$ cat src/rtl/issue_scoreboard.sv
// Issue stage: holds one decoded RV32I instruction, stalls RAW/WAW hazards against a busy-bit
// scoreboard, forwards same-cycle writeback operands, and passes writeback to the register file.
module issue_scoreboard #(
  parameter int XLEN = 32
) (
  input  logic            clock,
  input  logic            reset_n,
  input  logic            flush,
  input  logic            in_valid,
  output logic            in_ready,
  input  logic [XLEN-1:0] in_instr,
  input  logic [XLEN-1:0] in_pc,
  output logic [4:0]      rf_rs1,
  output logic [4:0]      rf_rs2,
  input  logic [XLEN-1:0] rf_rs1_data,
  input  logic [XLEN-1:0] rf_rs2_data,
  output logic            out_valid,
  input  logic            out_ready,
  output logic [XLEN-1:0] out_instr,
  output logic [XLEN-1:0] out_pc,
  output logic [XLEN-1:0] out_rs1_data,
  output logic [XLEN-1:0] out_rs2_data,
  input  logic            wb_valid,
  input  logic [4:0]      wb_rd,
  input  logic [XLEN-1:0] wb_data,
  output logic [4:0]      rf_rd,
  output logic [XLEN-1:0] rf_data,
  output logic            rf_reg_write
);

  localparam logic [6:0] OP_LUI    = 7'b0110111;
  localparam logic [6:0] OP_AUIPC  = 7'b0010111;
  localparam logic [6:0] OP_JAL    = 7'b1101111;
  localparam logic [6:0] OP_JALR   = 7'b1100111;
  localparam logic [6:0] OP_BRANCH = 7'b1100011;
  localparam logic [6:0] OP_LOAD   = 7'b0000011;
  localparam logic [6:0] OP_STORE  = 7'b0100011;
  localparam logic [6:0] OP_IMM    = 7'b0010011;
  localparam logic [6:0] OP_OP     = 7'b0110011;

  typedef enum logic {EMPTY, FULL} state_t;

  state_t          state_q, state_d;
  logic [XLEN-1:0] instr_q, instr_d;
  logic [XLEN-1:0] pc_q, pc_d;
  logic [31:0]     busy_q, busy_d;

  logic [6:0] opcode;
  logic [4:0] rd;
  logic       dec_wr, dec_rd1, dec_rd2;
  logic       wr_rd, rd_rs1, rd_rs2;
  logic       fwd1, fwd2, hazard, fire_out, accept;

  assign opcode = instr_q[6:0];
  assign rd     = instr_q[11:7];
  assign rf_rs1 = instr_q[19:15];
  assign rf_rs2 = instr_q[24:20];

  always_comb begin
    dec_wr  = 1'b0;
    dec_rd1 = 1'b0;
    dec_rd2 = 1'b0;
    case (opcode)
      OP_LUI, OP_AUIPC, OP_JAL: dec_wr = 1'b1;
      OP_JALR, OP_LOAD, OP_IMM: begin dec_wr = 1'b1; dec_rd1 = 1'b1; end
      OP_BRANCH, OP_STORE:      begin dec_rd1 = 1'b1; dec_rd2 = 1'b1; end
      OP_OP:                    begin dec_wr = 1'b1; dec_rd1 = 1'b1; dec_rd2 = 1'b1; end
      default: ;
    endcase
  end

  // x0 is never a hazard source and never becomes busy.
  assign wr_rd  = dec_wr  && (rd != 5'd0);
  assign rd_rs1 = dec_rd1 && (rf_rs1 != 5'd0);
  assign rd_rs2 = dec_rd2 && (rf_rs2 != 5'd0);

  assign fwd1   = wb_valid && (wb_rd == rf_rs1);
  assign fwd2   = wb_valid && (wb_rd == rf_rs2);
  assign hazard = (rd_rs1 && busy_q[rf_rs1] && !fwd1)
               || (rd_rs2 && busy_q[rf_rs2] && !fwd2)
               || (wr_rd && busy_q[rd] && !(wb_valid && (wb_rd == rd)));

  assign out_instr    = instr_q;
  assign out_pc       = pc_q;
  assign out_rs1_data = fwd1 ? wb_data : rf_rs1_data;
  assign out_rs2_data = fwd2 ? wb_data : rf_rs2_data;

  assign rf_rd        = wb_rd;
  assign rf_data      = wb_data;
  assign rf_reg_write = wb_valid && (wb_rd != 5'd0);

  always_comb begin
    state_d   = state_q;
    instr_d   = instr_q;
    pc_d      = pc_q;
    out_valid = (state_q == FULL) && !hazard && !flush;
    fire_out  = out_valid && out_ready;
    in_ready  = !flush && ((state_q == EMPTY) || fire_out);
    accept    = in_valid && in_ready;
    if (flush) begin
      state_d = EMPTY;
    end else if (accept) begin
      state_d = FULL;
      instr_d = in_instr;
      pc_d    = in_pc;
    end else if (fire_out) begin
      state_d = EMPTY;
    end
  end

  // Set of a newly issued writer wins over a same-cycle clear of the same register.
  always_comb begin
    busy_d = busy_q;
    if (wb_valid) busy_d[wb_rd] = 1'b0;
    if (fire_out && wr_rd) busy_d[rd] = 1'b1;
    busy_d[0] = 1'b0;
    if (flush) busy_d = '0;
  end

  always_ff @(posedge clock or negedge reset_n) begin
    if (!reset_n) begin
      state_q <= EMPTY;
      instr_q <= '0;
      pc_q    <= '0;
      busy_q  <= '0;
    end else begin
      state_q <= state_d;
      instr_q <= instr_d;
      pc_q    <= pc_d;
      busy_q  <= busy_d;
    end
  end

endmodule

$ cat config.mk
export PLATFORM = sky130hd
export DESIGN_NAME = issue_scoreboard
export DESIGN_NICKNAME = d
export VERILOG_FILES = /design/src/rtl/issue_scoreboard.sv
export SDC_FILE = /design/constraint.sdc
export NUM_CORES = 1
export LEC_CHECK = 0
export CAP_MARGIN = 5
export CELL_PAD_IN_SITES_DETAIL_PLACEMENT = 1
export CELL_PAD_IN_SITES_GLOBAL_PLACEMENT = 1
export CORE_ASPECT_RATIO = 1.2
export CORE_MARGIN = 4
export CORE_UTILIZATION = 26
export CTS_CLUSTER_DIAMETER = 40
export DETAILED_ROUTE_END_ITERATION = 10
export PLACE_DENSITY = 0.83
export SYNTH_ARGS = -nofsm -noshare
export SYNTH_HDL_FRONTEND = slang
export SYNTH_SLANG_ARGS = --single-unit
$ cat constraint.sdc
create_clock -name clock -period 2.8 [get_ports clock]
set_input_delay 0.28 -clock clock [delete_from_list [all_inputs] [get_ports clock]]
set_output_delay 0.28 -clock clock [all_outputs]
set_load 0.005 [all_outputs]
==> Word-level counts from Yosys, hierarchy flattened <==
Cells that the tools add are included.
{ "word_totals": {"register_bits": 97, "inputBits": 171, "output_inout_bits": 178, "elab_cells": 86} }
{ "op_classes": {"order_cmp": 6, "n_eq_ne": 12, "mux": 21, "bitwise": 5, "reduce_logical": 38} }
{ "op_table": {"columns": ["cell", "n"], "rows": [
  ["$mux W32", 5],
  ["$and A32 B32 Y32", 1],
  ["$not A32 Y32", 1],
  ["$or A32 B32 Y32", 1],
  ["$lt A5 B6 Y1 const B", 4],
  ["$eq A7 B6 Y1 const B", 3],
  ["$eq A7 B7 Y1 const B", 3],
  ["$logic_and A1 B1 Y1", 21],
  ["$reduce_bool A5 Y1", 4],
  ["$bmux W1 S5", 3],
  ["$eq A5 B5 Y1", 3],
  ["$eq A7 B5 Y1 const B", 2],
  ["$mux W1", 11],
  ["$demux W1 S5", 2],
  ["$ge A5 B1 Y1 const B", 2],
  ["$eq A7 B2 Y1 const B", 1],
  ["$reduce_or A7 Y1", 1],
  ["$reduce_or A6 Y1", 1],
  ["$logic_not A1 Y1", 5],
  ["$logic_or A1 B1 Y1", 3],
  ["$reduce_bool A3 Y1", 1],
  ["$reduce_or A3 Y1", 1],
  ["$not A1 Y1", 2],
  ["$reduce_and A2 Y1", 1]
]} }

==> Logic depth before layout (Yosys ltp) <==
Gate-level depths: netlist (run 1).
{ "depth": {"depth_word": 17, "depth_mapped": 10, "ltp_nobuf": 7} }

==> Least setup slack after synthesis (run 1) <==
OpenSTA, ideal clock, no wires.
{ "synth_timing": {"path_kind": "flip-flop to flip-flop", "startpoint": "register instr_q[15], in the netlist out_instr[15]", "endpoint": "register instr_q[24], in the netlist out_instr[24]", "setup_time_ns": 0.128, "arrival_ns": 2.666, "required_ns": 2.672, "slack_ns": 0.006, "path_stages_with_launch": 10, "path_buffers": 2, "synth_period_minus_slack_ns": 2.794, "cell_sequence": "dfrtp_1 > buf_2 > mux4_2 > mux2_2 > a221o_1 > and4_4 > a2111oi_4 > o21ai_4 > buf_6 > mux2_1"} }
{ "synth_via": {"elab_chain_len": 14, "elab_cells_between_ends": 19, "cone_classes": "1 x eq/ne; 2 x mux; 16 x reduce/logical"} }
{ "synth_lines": {"columns": ["item", "line_no", "rtl"], "rows": [
  ["from (decl)", "44", "logic [XLEN-1:0] instr_q, instr_d;"],
  ["from (signal assigned)", "128", "instr_q <= instr_d;"],
  ["$bmux W1 S5, or another cell as far along", "79", "assign hazard = (rd_rs1 && busy_q[rf_rs1] && !fwd1)"],
  ["$mux W1 (not written as such), or another cell as far along", "79", null],
  ["$logic_and A1 B1 Y1 / $logic_not A1 Y1 (equally long branches)", "79", null],
  ["$logic_and A1 B1 Y1 *", "79", null],
  ["$logic_or A1 B1 Y1 *", "80", "|| (rd_rs2 && busy_q[rf_rs2] && !fwd2)"],
  ["$logic_or A1 B1 Y1 *", "81", "|| (wr_rd && busy_q[rd] && !(wb_valid && (wb_rd == rd)));"],
  ["$logic_not A1 Y1 *", "96", "out_valid = (state_q == FULL) && !hazard && !flush;"],
  ["$logic_and A1 B1 Y1 * (2 in series)", "96", null],
  ["$logic_and A1 B1 Y1 *", "97", "fire_out = out_valid && out_ready;"],
  ["$logic_or A1 B1 Y1 *", "98", "in_ready = !flush && ((state_q == EMPTY) || fire_out);"],
  ["$logic_and A1 B1 Y1 *", "98", null],
  ["$logic_and A1 B1 Y1 *", "99", "accept = in_valid && in_ready;"],
  ["$reduce_and A2 Y1 (no line) *", null, null]
]} }
Mark *: on every way between the ends. The rest lies on a longest branch, timed or not. The select of a mux whose other input is x is not followed.
A chain may end at the register's enable or synchronous reset.

==> Final worst setup path (run 1) <==
{ "layout_timing": {"startpoint": "register instr_q[20], in the netlist out_instr[20]", "endpoint": "register instr_q[20], in the netlist out_instr[20]"} }
{ "layout_via": {"elab_chain_len": 14, "elab_cells_between_ends": 19, "cone_classes": "1 x eq/ne; 2 x mux; 16 x reduce/logical"} }
{ "layout_lines": {"columns": ["item", "line_no"], "rows": [
  ["$bmux W1 S5, or another cell as far along", "80"],
  ["$mux W1 (not written as such), or another cell as far along", "80"],
  ["$logic_and A1 B1 Y1 / $logic_not A1 Y1 (equally long branches)", "80"],
  ["$logic_and A1 B1 Y1 *", "80"],
  ["$logic_or A1 B1 Y1 *", "80"],
  ["$logic_or A1 B1 Y1 *", "81"],
  ["$logic_not A1 Y1 *", "96"],
  ["$logic_and A1 B1 Y1 * (2 in series)", "96"],
  ["$logic_and A1 B1 Y1 *", "97"],
  ["$logic_or A1 B1 Y1 *", "98"],
  ["$logic_and A1 B1 Y1 *", "98"],
  ["$logic_and A1 B1 Y1 *", "99"],
  ["$reduce_and A2 Y1 (no line) *", null]
]} }
Marks and branches as above.

==> impl_results.html, run 1 <==
<table>
<tr><th>Metric</th><th>Value</th></tr>
<tr><th colspan="2">Die</th></tr>
<tr><td>Number of top-level design ports</td><td>349</td></tr>
<tr><td>Effective utilization at floorplan</td><td>26.36%</td></tr>
<tr><td>Die Height</td><td>178.5 um</td></tr>
<tr><td>FP Rows</td><td>62</td></tr>
<tr><td>Die Area</td><td>between 20000 and 30000 um2</td></tr>
<tr><td>Core Footprint</td><td>23890 um2</td></tr>
<tr><td>Chip Width</td><td>approximately 150 um</td></tr>
<tr><th colspan="2">Drt</th></tr>
<tr><td>Total via count after detailed routing</td><td>6666</td></tr>
<tr><td>Number of optimization iterations in the first detailed-route pass</td><td>5</td></tr>
<tr><td>Total wire length after detailed routing</td><td>around 36 mm</td></tr>
<tr><td>Drt via density</td><td>5.069</td></tr>
<tr><td>First-iteration detailed-routing DRC count</td><td>367</td></tr>
<tr><td>Average wire length per cell after detail routing</td><td>27.11 um</td></tr>
<tr><td>Count of antenna-violating nets left after detailed routing</td><td>0</td></tr>
<tr><td>Post-route DRC</td><td>0</td></tr>
<tr><th colspan="2">Timing</th></tr>
<tr><td>Unrepaired setup endpoints after global routing</td><td>yes</td></tr>
<tr><td>Shortest period the worst path allows</td><td>roughly 3.2 ns</td></tr>
<tr><td>Final Max Tran Viols</td><td>0</td></tr>
<tr><td>Setup-violating endpoint count in the final report</td><td>138</td></tr>
<tr><td>Setup Skew</td><td>0.01045 ns</td></tr>
<tr><td>Fin. Hold Viols</td><td>0</td></tr>
<tr><td>Worst Slack Setup Final</td><td>-0.3547 ns</td></tr>
<tr><td>Remaining max-slew budget at the tightest pin</td><td>56.32%</td></tr>
<tr><td>Worst-Margin Slew</td><td>0.6539 ns</td></tr>
<tr><td>Crit share post-route</td><td>112.7%</td></tr>
<tr><td>Maximum frequency from static timing analysis</td><td>0.3170 GHz</td></tr>
<tr><th colspan="2">Synth</th></tr>
<tr><td>Post-synth top area share</td><td>38.15%</td></tr>
<tr><td>Post-synth EDFFs</td><td>0</td></tr>
<tr><td>Synth Cell Area</td><td>6297 um2</td></tr>
<tr><td>Part of the Yosys area used for sequential elements</td><td>38.15%</td></tr>
<tr><td>Async SR Flop Fraction</td><td>100.0%</td></tr>
<tr><td>Ranking of synthesized cells by instance count</td><td>sky130_fd_sc_hd__dfrtp_1 (96), sky130_fd_sc_hd__mux2_2 (70), sky130_fd_sc_hd__mux2_1 (61), sky130_fd_sc_hd__buf_4 (47), sky130_fd_sc_hd__o21ai_0 (47)</td></tr>
<tr><td>Net count of the mapped netlist</td><td>735</td></tr>
<tr><td>Library cell with the highest instance count after synthesis</td><td>sky130_fd_sc_hd__dfrtp_1</td></tr>
<tr><td>Cell count after synthesis</td><td>564</td></tr>
<tr><td>Top cell type by total area after synthesis</td><td>sky130_fd_sc_hd__dfrtp_1</td></tr>
<tr><td>Post-synthesis sequential element count</td><td>between 90 and 100</td></tr>
<tr><td>Number of distinct library cells after synthesis</td><td>47</td></tr>
<tr><td>Post-Synthesis Mean Instance Area</td><td>11.17 um2</td></tr>
<tr><td>Top cells by area in the synthesized netlist</td><td>sky130_fd_sc_hd__dfrtp_1 (38%), sky130_fd_sc_hd__mux2_2 (13%), sky130_fd_sc_hd__mux2_1 (11%), sky130_fd_sc_hd__buf_4 (5.6%), sky130_fd_sc_hd__mux4_2 (5.4%)</td></tr>
<tr><td>Count of synthesis-stage warnings from yosys</td><td>0</td></tr>
<tr><td>Main flop type after synthesis</td><td>sky130_fd_sc_hd__dfrtp_1</td></tr>
<tr><th colspan="2">Final layout</th></tr>
<tr><td>Area growth from synthesis to layout</td><td>90.30%</td></tr>
<tr><td>Multi-input combinational cell area</td><td>3827 um2</td></tr>
<tr><td>Fill cell total of the finished layout</td><td>2565</td></tr>
<tr><td>Fraction of final layout cells with drive strength greater than 1</td><td>38.61%</td></tr>
<tr><td>Nets</td><td>1158</td></tr>
<tr><td>Utilization of the core after routing</td><td>50.16%</td></tr>
<tr><td>Area taken by flip-flops and latches</td><td>~2400 um2</td></tr>
<tr><th colspan="2">GRT</th></tr>
<tr><td>Number of antenna violations at the first check in global routing</td><td>11</td></tr>
<tr><td>Overall overflow remaining after global route</td><td>0</td></tr>
<tr><td>GRT met2 Usage</td><td>between 40% and 50%</td></tr>
<tr><td>Top Usage Layer GRT</td><td>met2</td></tr>
<tr><td>All-layer global routing usage</td><td>roughly a quarter</td></tr>
<tr><td>Largest net degree at the start of global routing</td><td>between 50 and 60</td></tr>
<tr><td>GR met3 Demand/Resource</td><td>7.776%</td></tr>
<tr><td>Met1 usage</td><td>26.79%</td></tr>
<tr><td>Vias in the first global route</td><td>about 7000</td></tr>
<tr><td>Wire length of the first global-routing pass</td><td>46.21 mm</td></tr>
<tr><th colspan="2">Status</th></tr>
<tr><td>Run status</td><td>finished, violations left</td></tr>
<tr><td>Violated checks</td><td>negative setup slack</td></tr>
<tr><th colspan="2">Critical path</th></tr>
<tr><td>Endpoint arrival time on the critical path</td><td>3.40 ns</td></tr>
<tr><td>Crit Path Category</td><td>register to register</td></tr>
<tr><td>Critical path startpoint category</td><td>register</td></tr>
<tr><td>Critical Path Sink Type</td><td>register</td></tr>
<tr><td>Max FO, Critical Path</td><td>8</td></tr>
<tr><td>Data required time of the worst path</td><td>3.04 ns</td></tr>
<tr><th colspan="2">Clock tree</th></tr>
<tr><td>TritonCTS clock tree</td><td>done</td></tr>
<tr><td>Buffer levels on the longest clock path</td><td>2</td></tr>
<tr><td>Clock buffer count from CTS</td><td>9</td></tr>
<tr><td>CTS root buf</td><td>sky130_fd_sc_hd__clkbuf_16</td></tr>
<tr><td>Clock latency on the worst-skew pair</td><td>roughly 0.37 ns</td></tr>
<tr><td>Number of clock sinks</td><td>96</td></tr>
<tr><td>Clk slew on worst S/H paths</td><td>0.08 ns</td></tr>
<tr><td>H-tree level count</td><td>3</td></tr>
<tr><th colspan="2">Placed design</th></tr>
<tr><td>Routability-driven placement congestion ratio</td><td>1.001</td></tr>
<tr><td>Half-perimeter wire length after detailed placement</td><td>approximately 26 mm</td></tr>
<tr><td>Pre-CTS setup slack</td><td>-0.5499 ns</td></tr>
<tr><td>Count of buffers inserted at the top-level ports</td><td>between 300 and 400</td></tr>
<tr><th colspan="2">Hold path</th></tr>
<tr><td>Worst min-delay path class</td><td>primary input to async pin</td></tr>
<tr><th colspan="2">Power</th></tr>
<tr><td>Worst-case vdd ir drop</td><td>0.3109 mV</td></tr>
<tr><td>P per Cell Area</td><td>430.6 nW/um2</td></tr>
<tr><td>Leak</td><td>5.158 nW</td></tr>
<tr><td>Sum of internal, switching and leakage power</td><td>5.160 mW</td></tr>
<tr><th colspan="2">Run</th></tr>
<tr><td>Max-cap violations</td><td>0</td></tr>
</table>
==> power breakdown <==
| group | internal, mW | leakage, nW | switching, mW |
|---|---|---|---|
| clock network | 0.617 | 0.128 | 0.630 |
| logic | 1.36 | 3.84 | 0.845 |
| registers | 1.55 | 1.19 | 0.158 |
| total | 3.53 | 5.16 | 1.63 |
==> final cells by class <==
class / count / share of cell area (%)
well taps: 320 / 3.341
diodes: 3 / 0.06264
multi-input cells: 379 / 31.94
clock inverters: 6 / 0.4281
clock buffers: 10 / 1.911
flip-flops and latches: 96 / 20.10
inverters: 5 / 0.1566
repair buffers: 496 / 42.07
==> per-stage QoR <==
stage | hold slack, ns | instance area, um2 | instances | setup TNS, ns
floorplan | -0.01559 | 6297 | 564 | 0
global placement | 0.3262 | 10410 | 1240 | -48.90
detailed placement | 0.3327 | 10410 | 1240 | -52.80
global route | 0.4986 | 11980 | 1313 | -35.38
finish | 0.4822 | 11980 | 1315 | -25.78
CTS | 0.4944 | 11120 | 1286 | -23.62
==> state kept, by name, indices dropped and copies added, names as in the netlist <==
| signal | count |
|---|---|
| busy_q | 31 |
| out_instr | 32 |
| out_pc | 32 |
| state_q | 1 |
==> layout by cell type (no fill, tap or decap), types with 23 or more instances in the layout <==
cell / Yosys / routed
sky130_fd_sc_hd__mux2_4: 0 / 70
sky130_fd_sc_hd__mux2_2: 70 / 41
sky130_fd_sc_hd__nand2_1: 32 / 31
sky130_fd_sc_hd__o21ai_2: 0 / 24
sky130_fd_sc_hd__buf_4: 47 / 95
sky130_fd_sc_hd__nand3b_1: 23 / 23
sky130_fd_sc_hd__clkdlybuf4s50_1: 0 / 287
sky130_fd_sc_hd__nor2b_1: 23 / 23
sky130_fd_sc_hd__buf_6: 6 / 50
sky130_fd_sc_hd__dfrtp_1: 96 / 91
==> per-layer routing <==
layer	part of all wire, %	up-vias
met5	0.23	-
met4	3.6	14
met3	9.2	82
met2	51	363
met1	36	3358
li1	-	2849
==> timing repair <==
item                                   CTS  global route
setup endpoints to repair              161           159
gates resized for setup                182           206
endpoints found under the hold margin   41             0
gates cloned                             5             6
pin swaps                                6            17
setup buffers                           24            25
hold buffers                             1             0
==> worst paths after layout <==
kind,from,endpoint,slack [ns],cells past startpoint
worst max register to register,out_instr[20],out_instr[20],-0.35,12
worst min-delay path,reset_n,out_pc[21],0.48,2
worst min register to register,out_pc[18],out_pc[18],0.49,1
worst max-delay path,out_instr[20],out_instr[20],-0.35,12
min in group clock,out_pc[18],out_pc[18],0.49,1
max in group asynchronous,reset_n,out_instr[20],1.54,3
==> critical path: stages, from the launching register on <==
cell and delay (ns):
sky130_fd_sc_hd__dfrtp_2 0.45, sky130_fd_sc_hd__buf_6 0.13, sky130_fd_sc_hd__mux4_2 0.50, sky130_fd_sc_hd__a22o_1 0.23, sky130_fd_sc_hd__a31oi_1 0.21, sky130_fd_sc_hd__a211oi_2 0.12, sky130_fd_sc_hd__buf_4 0.18, sky130_fd_sc_hd__a2111oi_4 0.26
sky130_fd_sc_hd__buf_4 0.19, sky130_fd_sc_hd__o21ai_4 0.10, sky130_fd_sc_hd__buf_6 0.16, sky130_fd_sc_hd__clkbuf_16 0.19, sky130_fd_sc_hd__mux2_4 0.31
==> logic make-up after synthesis <==
logic type	synth area share [%]
flops	38.15
xor+xnor	2.086
mux	31.33
buf+inv	9.020
simple gates	11.86
compound gates	7.551
No activity file was read; power rests on OpenSTA's default activity.
==> run 2: changes to the inputs <==
--- a/config.mk
+++ b/config.mk
@@ -11,6 +11,7 @@
 export CORE_ASPECT_RATIO = 1.2
 export CORE_MARGIN = 4
 export CORE_UTILIZATION = 26
+export CTS_BUF_LIST = sky130_fd_sc_hd__clkbuf_8 sky130_fd_sc_hd__clkbuf_16
 export CTS_CLUSTER_DIAMETER = 40
 export DETAILED_ROUTE_END_ITERATION = 10
 export PLACE_DENSITY = 0.83
==> impl_results.html, run 2 (same netlist as run 1, synthesis figures left out) <==
<table>
<tr><th>Metric</th><th>Value</th></tr>
<tr><th colspan="2">Status</th></tr>
<tr><td>Run status</td><td>finished, violations left</td></tr>
<tr><td>Violated checks</td><td>negative setup slack</td></tr>
<tr><th colspan="2">GRT</th></tr>
<tr><td>Number of antenna violations at the first check in global routing</td><td>11</td></tr>
<tr><td>Wire length of the first global-routing pass</td><td>46.13 mm</td></tr>
<tr><td>All-layer global routing usage</td><td>23.70%</td></tr>
<tr><td>Vias in the first global route</td><td>6819</td></tr>
<tr><td>Overall overflow remaining after global route</td><td>0</td></tr>
<tr><td>Largest net degree at the start of global routing</td><td>56</td></tr>
<tr><th colspan="2">Die</th></tr>
<tr><td>Core Footprint</td><td>roughly 24000 um2</td></tr>
<tr><td>Chip Width</td><td>150.1 um</td></tr>
<tr><td>Effective utilization at floorplan</td><td>26.36%</td></tr>
<tr><td>Number of top-level design ports</td><td>349</td></tr>
<tr><td>Die Area</td><td>approximately 27000 um2</td></tr>
<tr><td>FP Rows</td><td>slightly above 60</td></tr>
<tr><td>Die Height</td><td>around 180 um</td></tr>
<tr><th colspan="2">Final layout</th></tr>
<tr><td>Multi-input combinational cell area</td><td>between 3000 and 4000 um2</td></tr>
<tr><td>Fraction of final layout cells with drive strength greater than 1</td><td>41.71%</td></tr>
<tr><td>Nets</td><td>1173</td></tr>
<tr><td>Commonest non-fill, non-tap cells in the layout</td><td>sky130_fd_sc_hd__clkdlybuf4s50_1 (280), sky130_fd_sc_hd__buf_4 (100), sky130_fd_sc_hd__dfrtp_1 (91), sky130_fd_sc_hd__mux2_4 (77), sky130_fd_sc_hd__buf_6 (68)</td></tr>
<tr><td>Fill cell total of the finished layout</td><td>2563</td></tr>
<tr><td>Area growth from synthesis to layout</td><td>92.61%</td></tr>
<tr><td>Final Cell Area</td><td>12130 um2</td></tr>
<tr><td>Leading cell type in the layout, fill and taps excluded</td><td>sky130_fd_sc_hd__clkdlybuf4s50_1</td></tr>
<tr><td>Area taken by flip-flops and latches</td><td>2409 um2</td></tr>
<tr><th colspan="2">Drt</th></tr>
<tr><td>First-iteration detailed-routing DRC count</td><td>537</td></tr>
<tr><td>Average wire length per cell after detail routing</td><td>approximately 27 um</td></tr>
<tr><td>Number of optimization iterations in the first detailed-route pass</td><td>5</td></tr>
<tr><td>Routed metal-1 wirelength</td><td>roughly 13 mm</td></tr>
<tr><td>Count of antenna-violating nets left after detailed routing</td><td>0</td></tr>
<tr><td>Highest routed layer</td><td>met5</td></tr>
<tr><td>Post-route DRC</td><td>0</td></tr>
<tr><td>Total via count after detailed routing</td><td>6729</td></tr>
<tr><td>Drt via density</td><td>about 5.0</td></tr>
<tr><td>Wire length on met3</td><td>3.337 mm</td></tr>
<tr><td>Met2 layer wire length in the routed design</td><td>18.68 mm</td></tr>
<tr><td>Total wire length after detailed routing</td><td>roughly 36 mm</td></tr>
<tr><th colspan="2">Critical path</th></tr>
<tr><td>Endpoint arrival time on the critical path</td><td>2.83 ns</td></tr>
<tr><td>Critical Path, Cell by Cell</td><td>mux4_2 -&gt; mux2_4 -&gt; a221o_1 -&gt; and4_4 -&gt; a2111oi_4 -&gt; nor2_1 -&gt; nor2_1 -&gt; buf_2</td></tr>
<tr><td>Worst Path Buf+Inv</td><td>1</td></tr>
<tr><td>Length in cells of the worst reg-to-reg path</td><td>12</td></tr>
<tr><td>Highest-delay cell along the critical path</td><td>sky130_fd_sc_hd__mux4_2</td></tr>
<tr><td>Most frequent CP cell</td><td>sky130_fd_sc_hd__nor2_1</td></tr>
<tr><td>Critical path's top delay family</td><td>multiplexers</td></tr>
<tr><td>Critical Path Sink Type</td><td>primary output</td></tr>
<tr><td>Data required time of the worst path</td><td>2.52 ns</td></tr>
<tr><td>Max FO, Critical Path</td><td>3</td></tr>
<tr><td>Crit Path Category</td><td>register to primary output</td></tr>
<tr><td>Critical path startpoint category</td><td>register</td></tr>
<tr><td>Critical Path Max Stage Delay</td><td>0.53 ns</td></tr>
<tr><td>Worst path depth</td><td>8</td></tr>
<tr><th colspan="2">Clock tree</th></tr>
<tr><td>H-tree level count</td><td>3</td></tr>
<tr><td>Number of clock sinks</td><td>96</td></tr>
<tr><td>CTS root buf</td><td>sky130_fd_sc_hd__clkbuf_16</td></tr>
<tr><td>Buffer levels on the longest clock path</td><td>2</td></tr>
<tr><td>Clk slew on worst S/H paths</td><td>0.08 ns</td></tr>
<tr><td>TritonCTS clock tree</td><td>done</td></tr>
<tr><td>Clock latency on the worst-skew pair</td><td>roughly 0.36 ns</td></tr>
<tr><td>Clock buffer count from CTS</td><td>9</td></tr>
<tr><th colspan="2">Timing</th></tr>
<tr><td>Remaining max-slew budget at the tightest pin</td><td>55.66%</td></tr>
<tr><td>Fin. Hold Viols</td><td>0</td></tr>
<tr><td>Final setup TNS</td><td>-22.00 ns</td></tr>
<tr><td>Maximum frequency from static timing analysis</td><td>0.3214 GHz</td></tr>
<tr><td>Final Max Tran Viols</td><td>0</td></tr>
<tr><td>Worst-Margin Slew</td><td>0.6636 ns</td></tr>
<tr><td>Unrepaired setup endpoints after global routing</td><td>yes</td></tr>
<tr><td>Setup-violating endpoint count in the final report</td><td>between 100 and 150</td></tr>
<tr><td>Crit share post-route</td><td>111.1%</td></tr>
<tr><td>Worst Slack Setup Final</td><td>-0.3113 ns</td></tr>
<tr><td>Shortest period the worst path allows</td><td>between 3 and 4 ns</td></tr>
<tr><td>Setup Skew</td><td>0.01000 ns</td></tr>
<tr><th colspan="2">Placed design</th></tr>
<tr><td>Post-detailed-placement cell area</td><td>approximately 10000 um2</td></tr>
<tr><td>Count of buffers inserted at the top-level ports</td><td>roughly 350</td></tr>
<tr><td>Routability-driven placement congestion ratio</td><td>1.001</td></tr>
<tr><td>Half-perimeter wire length after detailed placement</td><td>26.12 mm</td></tr>
<tr><th colspan="2">Power</th></tr>
<tr><td>Worst-case vdd ir drop</td><td>0.3062 mV</td></tr>
<tr><td>Sum of internal, switching and leakage power</td><td>5.165 mW</td></tr>
<tr><td>P per Cell Area</td><td>425.8 nW/um2</td></tr>
<tr><td>Leak</td><td>5.204 nW</td></tr>
<tr><th colspan="2">Hold path</th></tr>
<tr><td>Worst min-delay path class</td><td>primary input to async pin</td></tr>
<tr><th colspan="2">Run</th></tr>
<tr><td>Max-cap violations</td><td>0</td></tr>
</table>
[run 2: cell types whose count changed in the layout (fill, tap and decap cells not counted), sizes merged]
| cell | before | now |
|---|---|---|
| dlygate4sd2 | 21 | 1 |
| buf | 170 | 203 |
| dlymetal6s2s | 5 | 1 |
| diode | 3 | 6 |
| clkbuf | 22 | 34 |
| inv | 8 | 9 |
| clkdlybuf4s50 | 287 | 280 |
[run 2: final timing paths]
| kind | from | endpoint | slack (ns) |
|---|---|---|---|
| worst max-delay path | out_instr[17] | in_ready | -0.31 |
| worst min-delay path | reset_n | out_pc[21] | 0.48 |
| worst max register to register | out_instr[20] | out_instr[20] | -0.30 |
| worst min register to register | out_pc[18] | out_pc[18] | 0.49 |
| max in group asynchronous | reset_n | out_instr[20] | 1.54 |
| min in group clock | out_pc[18] | out_pc[18] | 0.49 |
[run 2: power by group]
| part | internal [mW] | switching [mW] |
|---|---|---|
| sequential | 1.55 | 0.160 |
| clock | 0.614 | 0.626 |
| combinational | 1.35 | 0.861 |
[run 2: repair_timing]
item,in CTS,in global routing
gates cloned,5,4
setup endpoints to repair,161,159
pin swaps,6,33
resized for setup,187,313
buffers inserted,24,42
hold buffers,1,0
endpoints found under the hold margin,41,0
[run 2: worst register-to-register path, delay by kind of cell (launching register included)]
| family | cells | cell delay, ns |
|---|---|---|
| compound gates | 3 | 0.74 |
| xor+xnor | 1 | 0.20 |
| buf+inv | 5 | 0.87 |
| flops | 1 | 0.47 |
| mux | 1 | 0.40 |
| simple gates | 2 | 0.29 |
[run 2: cell type report]
| cell class | instances | share of cell area [%] |
|---|---|---|
| clock buffers | 9 | 1.857 |
| clock inverters | 7 | 0.4539 |
| flip-flops and latches | 96 | 19.86 |
| repair buffers | 511 | 42.14 |
| inverters | 5 | 0.1547 |
| multi-input cells | 379 | 32.11 |
| well taps | 320 | 3.301 |
| diodes | 6 | 0.1238 |
[run 2: metrics by stage]
| stage | util, % | setup slack [ns] | hold slack (ns) | instances |
|---|---|---|---|---|
| finish | 50.76 | -0.3113 | 0.4813 | 1333 |
| global route | 50.73 | -0.3879 | 0.5022 | 1330 |
| CTS | 46.63 | -0.3384 | 0.4942 | 1286 |
| detailed placement | 43.57 | -0.5499 | 0.3327 | 1240 |
| global placement | 43.57 | -0.5620 | 0.3262 | 1240 |
| floorplan | - | 0.006013 | -0.01559 | 564 |
[run 2: per-layer routing]
layer / GRT usage [%] / vias up
met1: 26.82 / 3370
li1: - / 2879
met4: 9.230 / 10
met2: 41.29 / 378
met5: 0 / -
met3: 7.700 / 92
